===== src/rtl/multicycle_add_sub.sv =====
// Multi-cycle WIDTH-bit adder/subtractor. It processes one CHUNK-bit slice per
// clock, so only a CHUNK-bit carry chain is needed. Valid/ready handshakes on both sides.
module multicycle_add_sub #(
  parameter int WIDTH = 32,
  parameter int CHUNK = 8
) (
  input  logic             clk,
  input  logic             rst_n,
  input  logic             in_valid,
  output logic             in_ready,
  input  logic [WIDTH-1:0] a,
  input  logic [WIDTH-1:0] b,
  input  logic             sub,
  output logic             out_valid,
  input  logic             out_ready,
  output logic [WIDTH-1:0] s,
  output logic             c_out,
  output logic             ovf
);

  localparam int NSLICE = WIDTH / CHUNK;
  localparam int IDX_W  = (NSLICE > 1) ? $clog2(NSLICE) : 1;
  localparam int BASE_W = (WIDTH > 1) ? $clog2(WIDTH) : 1;
  localparam logic [IDX_W-1:0] LAST_IDX = IDX_W'(NSLICE - 1);

  typedef enum logic [1:0] {
    S_IDLE,
    S_RUN,
    S_DONE
  } state_t;

  state_t r_state;
  state_t w_state_nxt;

  logic [WIDTH-1:0]  r_op_a;
  logic [WIDTH-1:0]  r_op_b;
  logic [WIDTH-1:0]  r_s;
  logic              r_carry;
  logic              r_c_out;
  logic              r_ovf;
  logic [IDX_W-1:0]  r_idx;

  logic [BASE_W-1:0] w_base;
  logic [CHUNK-1:0]  w_slice_a;
  logic [CHUNK-1:0]  w_slice_b;
  logic [CHUNK:0]    w_slice_sum;
  logic              w_last;
  logic              w_accept;

  // Handshake outputs come straight from the state register, so there is no
  // combinational path from in_valid or out_ready.
  assign in_ready  = (r_state == S_IDLE);
  assign out_valid = (r_state == S_DONE);
  assign s         = r_s;
  assign c_out     = r_c_out;
  assign ovf       = r_ovf;

  assign w_accept = in_valid && (r_state == S_IDLE);
  assign w_last   = (r_idx == LAST_IDX);
  assign w_base   = BASE_W'(32'(r_idx) * CHUNK);

  assign w_slice_a   = r_op_a[w_base +: CHUNK];
  assign w_slice_b   = r_op_b[w_base +: CHUNK];
  assign w_slice_sum = {1'b0, w_slice_a} + {1'b0, w_slice_b} + {{CHUNK{1'b0}}, r_carry};

  always_ff @(posedge clk or negedge rst_n) begin
    if (!rst_n) begin
      r_state <= S_IDLE;
    end else begin
      r_state <= w_state_nxt;
    end
  end

  // NOTE: the default assignment first means every path drives w_state_nxt,
  // so no latch is inferred.
  always_comb begin
    w_state_nxt = r_state;
    unique case (r_state)
      S_IDLE:  if (in_valid)  w_state_nxt = S_RUN;
      S_RUN:   if (w_last)    w_state_nxt = S_DONE;
      S_DONE:  if (out_ready) w_state_nxt = S_IDLE;
      default: w_state_nxt = S_IDLE;
    endcase
  end

  // NOTE: non-blocking assignments keep every register sampling pre-edge
  // values, independent of statement order.
  always_ff @(posedge clk or negedge rst_n) begin
    if (!rst_n) begin
      r_op_a  <= '0;
      r_op_b  <= '0;
      r_s     <= '0;
      r_carry <= 1'b0;
      r_c_out <= 1'b0;
      r_ovf   <= 1'b0;
      r_idx   <= '0;
    end else if (w_accept) begin
      // Subtraction is a + ~b + 1; the +1 enters as the first carry-in.
      r_op_a  <= a;
      r_op_b  <= sub ? ~b : b;
      r_carry <= sub;
      r_idx   <= '0;
    end else if (r_state == S_RUN) begin
      r_s[w_base +: CHUNK] <= w_slice_sum[CHUNK-1:0];
      r_carry              <= w_slice_sum[CHUNK];
      if (w_last) begin
        r_idx   <= '0;
        r_c_out <= w_slice_sum[CHUNK];
        r_ovf   <= (r_op_a[WIDTH-1] == r_op_b[WIDTH-1]) &&
                   (w_slice_sum[CHUNK-1] != r_op_a[WIDTH-1]);
      end else begin
        r_idx <= r_idx + IDX_W'(1);
      end
    end
  end

endmodule

===== config.mk =====
export PLATFORM = sky130hd
export DESIGN_NAME = multicycle_add_sub
export DESIGN_NICKNAME = d
export VERILOG_FILES = /design/src/rtl/multicycle_add_sub.sv
export SDC_FILE = /design/constraint.sdc
export NUM_CORES = 1
export LEC_CHECK = 0
export BUFFER_PORTS_ARGS = -buffer_cell sky130_fd_sc_hd__buf_2
export CORE_MARGIN = 4
export CORE_UTILIZATION = 49
export CTS_BUF_LIST = sky130_fd_sc_hd__clkbuf_4 sky130_fd_sc_hd__clkbuf_8 sky130_fd_sc_hd__clkbuf_16
export DETAILED_ROUTE_END_ITERATION = 10
export GPL_ROUTABILITY_DRIVEN = 0
export HOLD_SLACK_MARGIN = 0.03
export PLACE_DENSITY = 0.84
export REMOVE_ABC_BUFFERS = 1
export SETUP_SLACK_MARGIN = 0.02
export SYNTH_ARGS = -nofsm -noshare
export SYNTH_HDL_FRONTEND = slang
export SYNTH_SLANG_ARGS = --single-unit

===== constraint.sdc =====
create_clock -name clk -period 3.45 [get_ports clk]
set_clock_uncertainty 0.15 [all_clocks]
set_input_delay 0.8625 -clock clk [delete_from_list [all_inputs] [get_ports clk]]
set_output_delay 0.8625 -clock clk [all_outputs]
set_load 0.01 [all_outputs]

==> results <==
- The count of nets left with antenna violations once routing finished came out at 0.
- The worst supply voltage drop on vdd is 0.532 mV.
- The run finished with clean final reports.
- The number of synthesized flops with an enable pin is 0.
- The detailed-route DRC error count is 0.
- During I/O placement, the number of pins put on the boundary was 105.
- The detailed router's first-iteration violation count is 147.
- The insertion delay of the later-clocked pin in the worst-skew pair is 0.36 ns.
- sky130_fd_sc_hd__dfrtp_1 is the most common cell in the netlist.
- The number of instances in the synthesized netlist is 393.
- Using the TritonRoute via totals, the vias-per-cell ratio works out to 5.31.
- After clock tree synthesis, the setup repair step added 0 buffers.
- The number of port buffers is 104.
- The final layout contains routed wiring with a total length of 10700 µm.
- Global routing used 19.0% of the available tracks across all layers.
- The number of clock sinks is 103.
- Setup repair after global routing left no endpoint under its margin.
- Data on the critical path is required at its endpoint by 3.52 ns.
- The aggregate negative setup slack is 0 ns.
- The starting density of the core is between 50 and 60%.
- The number of levels the H-tree was split into is 3.
- TritonCTS built the clock tree.
- The initial antenna violation count came to 0.
- Post-CTS repair changed the size of 0 cells.
- The clock transition at the registers of the reported paths is 0.10 ns.
- The average wire per cell in the routed design is 16.8 µm.
- The smallest setup slack after layout is 0.233 ns.
- The repair_antennas step left the layout with diodes totalling 0.
- The core outline area is slightly below 10000 µm².
- In this run the power density over the cells is between 1000 and 1500 nW/µm².
- The share of synthesized area in the top cell type comes to between 50% and 60%.
- The worst setup path is of the reg2reg kind.
- The site row count is 36.
- The worst hold path was traced through 2 stages.
- The final critical-path share of the clock period is 93.2%.
- The number of warning messages in the yosys log is 0.
- Along the worst path, the maximum fanout reaches 4.
- The time the final worst path needs with I/O delays and setup is 3.22 ns.
- Final hold analysis gives a worst-case slack of 0.340 ns.
- The share of the Yosys chip area taken by registers is 52.6%.
- The synthesized area per cell is roughly 12 µm².
- The first global-routing pass estimated 17300 µm of wire.
- Global routing finished with a remaining overflow of 0.
- Clock tree synthesis inserted a total of 9 buffers.
- Measured in cells, the most critical reg-to-reg path has a length of 8.
- The first-pass iteration count of the detailed router is 4.
- The kind of path behind the tightest hold check is reg2reg.
- The die covers between 10000 and 15000 µm².
- The final hold violation count is 0.
- The largest area contributor in the netlist is sky130_fd_sc_hd__dfrtp_1.
- The die boundary width is 108 µm.
- Ranked by total cell area, the synthesized netlist is headed by sky130_fd_sc_hd__dfrtp_1, sky130_fd_sc_hd__mux2_2, sky130_fd_sc_hd__mux4_2, sky130_fd_sc_hd__xnor2_1, sky130_fd_sc_hd__a22o_1.
- The largest net degree at the start of global routing is 66.
- Timing analysis after detailed placement gives a worst setup slack of about 0.21 ns.
- Including well taps, the total number of placed cells is 617.
- The total of flip-flops plus latches after synthesis is 103.
- In this run the static leakage power is 2.62 nW.
- Summing over every cut layer, the via total after detailed routing is roughly 3.4k.
- The slew at the pin closest to its max-slew limit is 0.921 ns.
- Based on the critical path, the design can be clocked at up to 0.311 GHz.
- The final number of setup-violating endpoints is 0.
- The number of distinct library cells after synthesis is 39.
- The number of slew-limit violations in the final report is 0.
- The post-route netlist has 37.2% of its cells at a drive strength greater than 1.
- The buffer type at the clock tree root is sky130_fd_sc_hd__clkbuf_8.
- The max-cap check violation count is 0.
- In the synthesized netlist, the cells that appear most often are sky130_fd_sc_hd__dfrtp_1, sky130_fd_sc_hd__nor2_1, sky130_fd_sc_hd__a21oi_1.
- Relative to the synthesized area, the layout overhead comes to 17.3%.
- The via count of the first global-routing pass is around 3.4k.
- The total of hold buffers inserted after clock tree synthesis is 0.
- The dominant register cell in the synthesized netlist is sky130_fd_sc_hd__dfrtp_1.
- At the end of the flow, the number of nets in the layout was just under 600.
- In this run the tightest slew margin relative to its limit is between 30 and 40%.
- Excluding fillers, the count of instances in the completed layout stands at 633.
- For this run, asynchronously set or reset flops after synthesis account for 100%.
- The die is between 100 and 150 µm tall.
- Data arrives at the worst endpoint at 3.29 ns.
- The endpoint kind of the worst setup timing path is a flip-flop.
- The detailed placer's ending HPWL is 7910 µm.
- The maximum clock path buffer count is 2.
- The number of inserted filler cells in the final layout is 805.
- The kind of start point of the critical path is a flip-flop.
- The cell area after technology mapping is around 5000 µm².
==> state kept, by name (all words and copies together), names as in the netlist <==
name and cells:
r_op_a 32, s 32, r_op_b 32, r_state 2
r_idx 2, ovf 1, c_out 1, r_carry 1
==> placed cells by master (no fill, tap or decap), drive strengths merged, types with 3 or more instances in the layout <==
master and count:
a21o 3, a21oi 37, a22o 26, buf 111
clkbuf 11, clkinvlp 3, dfrtp 103, ha 13
inv 5, mux2 32, mux4 16, nand2 18
nand2b 3, nor2 38, nor2b 3, o21ai 13
or3 4, xnor2 36
==> layout make-up <==
| type | count | area, µm² | share of cell area (%) |
|---|---|---|---|
| clock buffer | 11 | 145 | 2.53 |
| multi-input combinational | 265 | 2200 | 38.4 |
| tap | 133 | 166 | 2.90 |
| sequential | 103 | 2580 | 44.9 |
| clock inverter | 5 | 57.6 | 1.00 |
| inverter | 5 | 18.8 | 0.327 |
| timing repair buffer | 111 | 576 | 10.0 |
==> per-stage QoR <==
step / instance area (µm²) / utilization (%) / total power, W
3_3_place_gp: 5540 / 56.7 / 0.00528
3_5_place_dp: 5540 / 56.7 / 0.00547
5_1_grt: 5740 / 58.8 / 0.00670
4_1_cts: 5740 / 58.8 / 0.00625
6_report: 5740 / 58.8 / 0.00623
2_1_floorplan: 4800 / - / 0.00450
==> logic make-up (layout without fill, tap and decap cells) <==
family	after synthesis	count (layout)	synth area share (%)
compound gates	87	87	11.5
xor+xnor	37	37	6.62
fa+ha+maj	15	15	4.14
buf+inv	25	132	2.45
flops	103	103	52.6
mux	49	49	14.9
simple gates	77	77	7.74
==> path summary, 6_finish.rpt <==
check / startpoint / to / slack [ns]
max: r_idx[0]$_DFFE_PN0P_ / r_carry$_DFFE_PN0P_ / 0.23
min: s[10]$_DFFE_PN0P_ / s[10]$_DFFE_PN0P_ / 0.34
max reg2reg: r_idx[0]$_DFFE_PN0P_ / r_carry$_DFFE_PN0P_ / 0.23
min reg2reg: s[10]$_DFFE_PN0P_ / s[10]$_DFFE_PN0P_ / 0.34
max in group asynchronous: rst_n / s[10]$_DFFE_PN0P_ / 1.89
min in group asynchronous: rst_n / s[11]$_DFFE_PN0P_ / 0.41
==> worst max-delay path, cell delays in order, from the launching register on <==
cell and delay (ns):
sky130_fd_sc_hd__dfrtp_1 0.43, sky130_fd_sc_hd__mux4_2 0.54, sky130_fd_sc_hd__fa_1 0.46, sky130_fd_sc_hd__fa_1 0.44, sky130_fd_sc_hd__a211oi_1 0.29, sky130_fd_sc_hd__o21bai_1 0.15, sky130_fd_sc_hd__or3_1 0.32, sky130_fd_sc_hd__a31oi_1 0.20
sky130_fd_sc_hd__a221oi_1 0.11
==> power by group <==
group	internal (W)	leakage, nW	switching, W
Combinational	0.00152	1.27	0.00192
Clock	0.000362	0.0950	0.000408
Sequential	0.00172	1.26	0.000304
Total	0.00360	2.62	0.00263
==> metal layers <==
metal,track usage (%),vias to the layer above,share of wire [%]
met3,3.40,18,5.3
li1,-,1605,-
met4,6.04,0,1.7
met5,0,-,0
met2,30.7,106,49
met1,26.3,1630,44
Power figures use the tool's default switching activity.
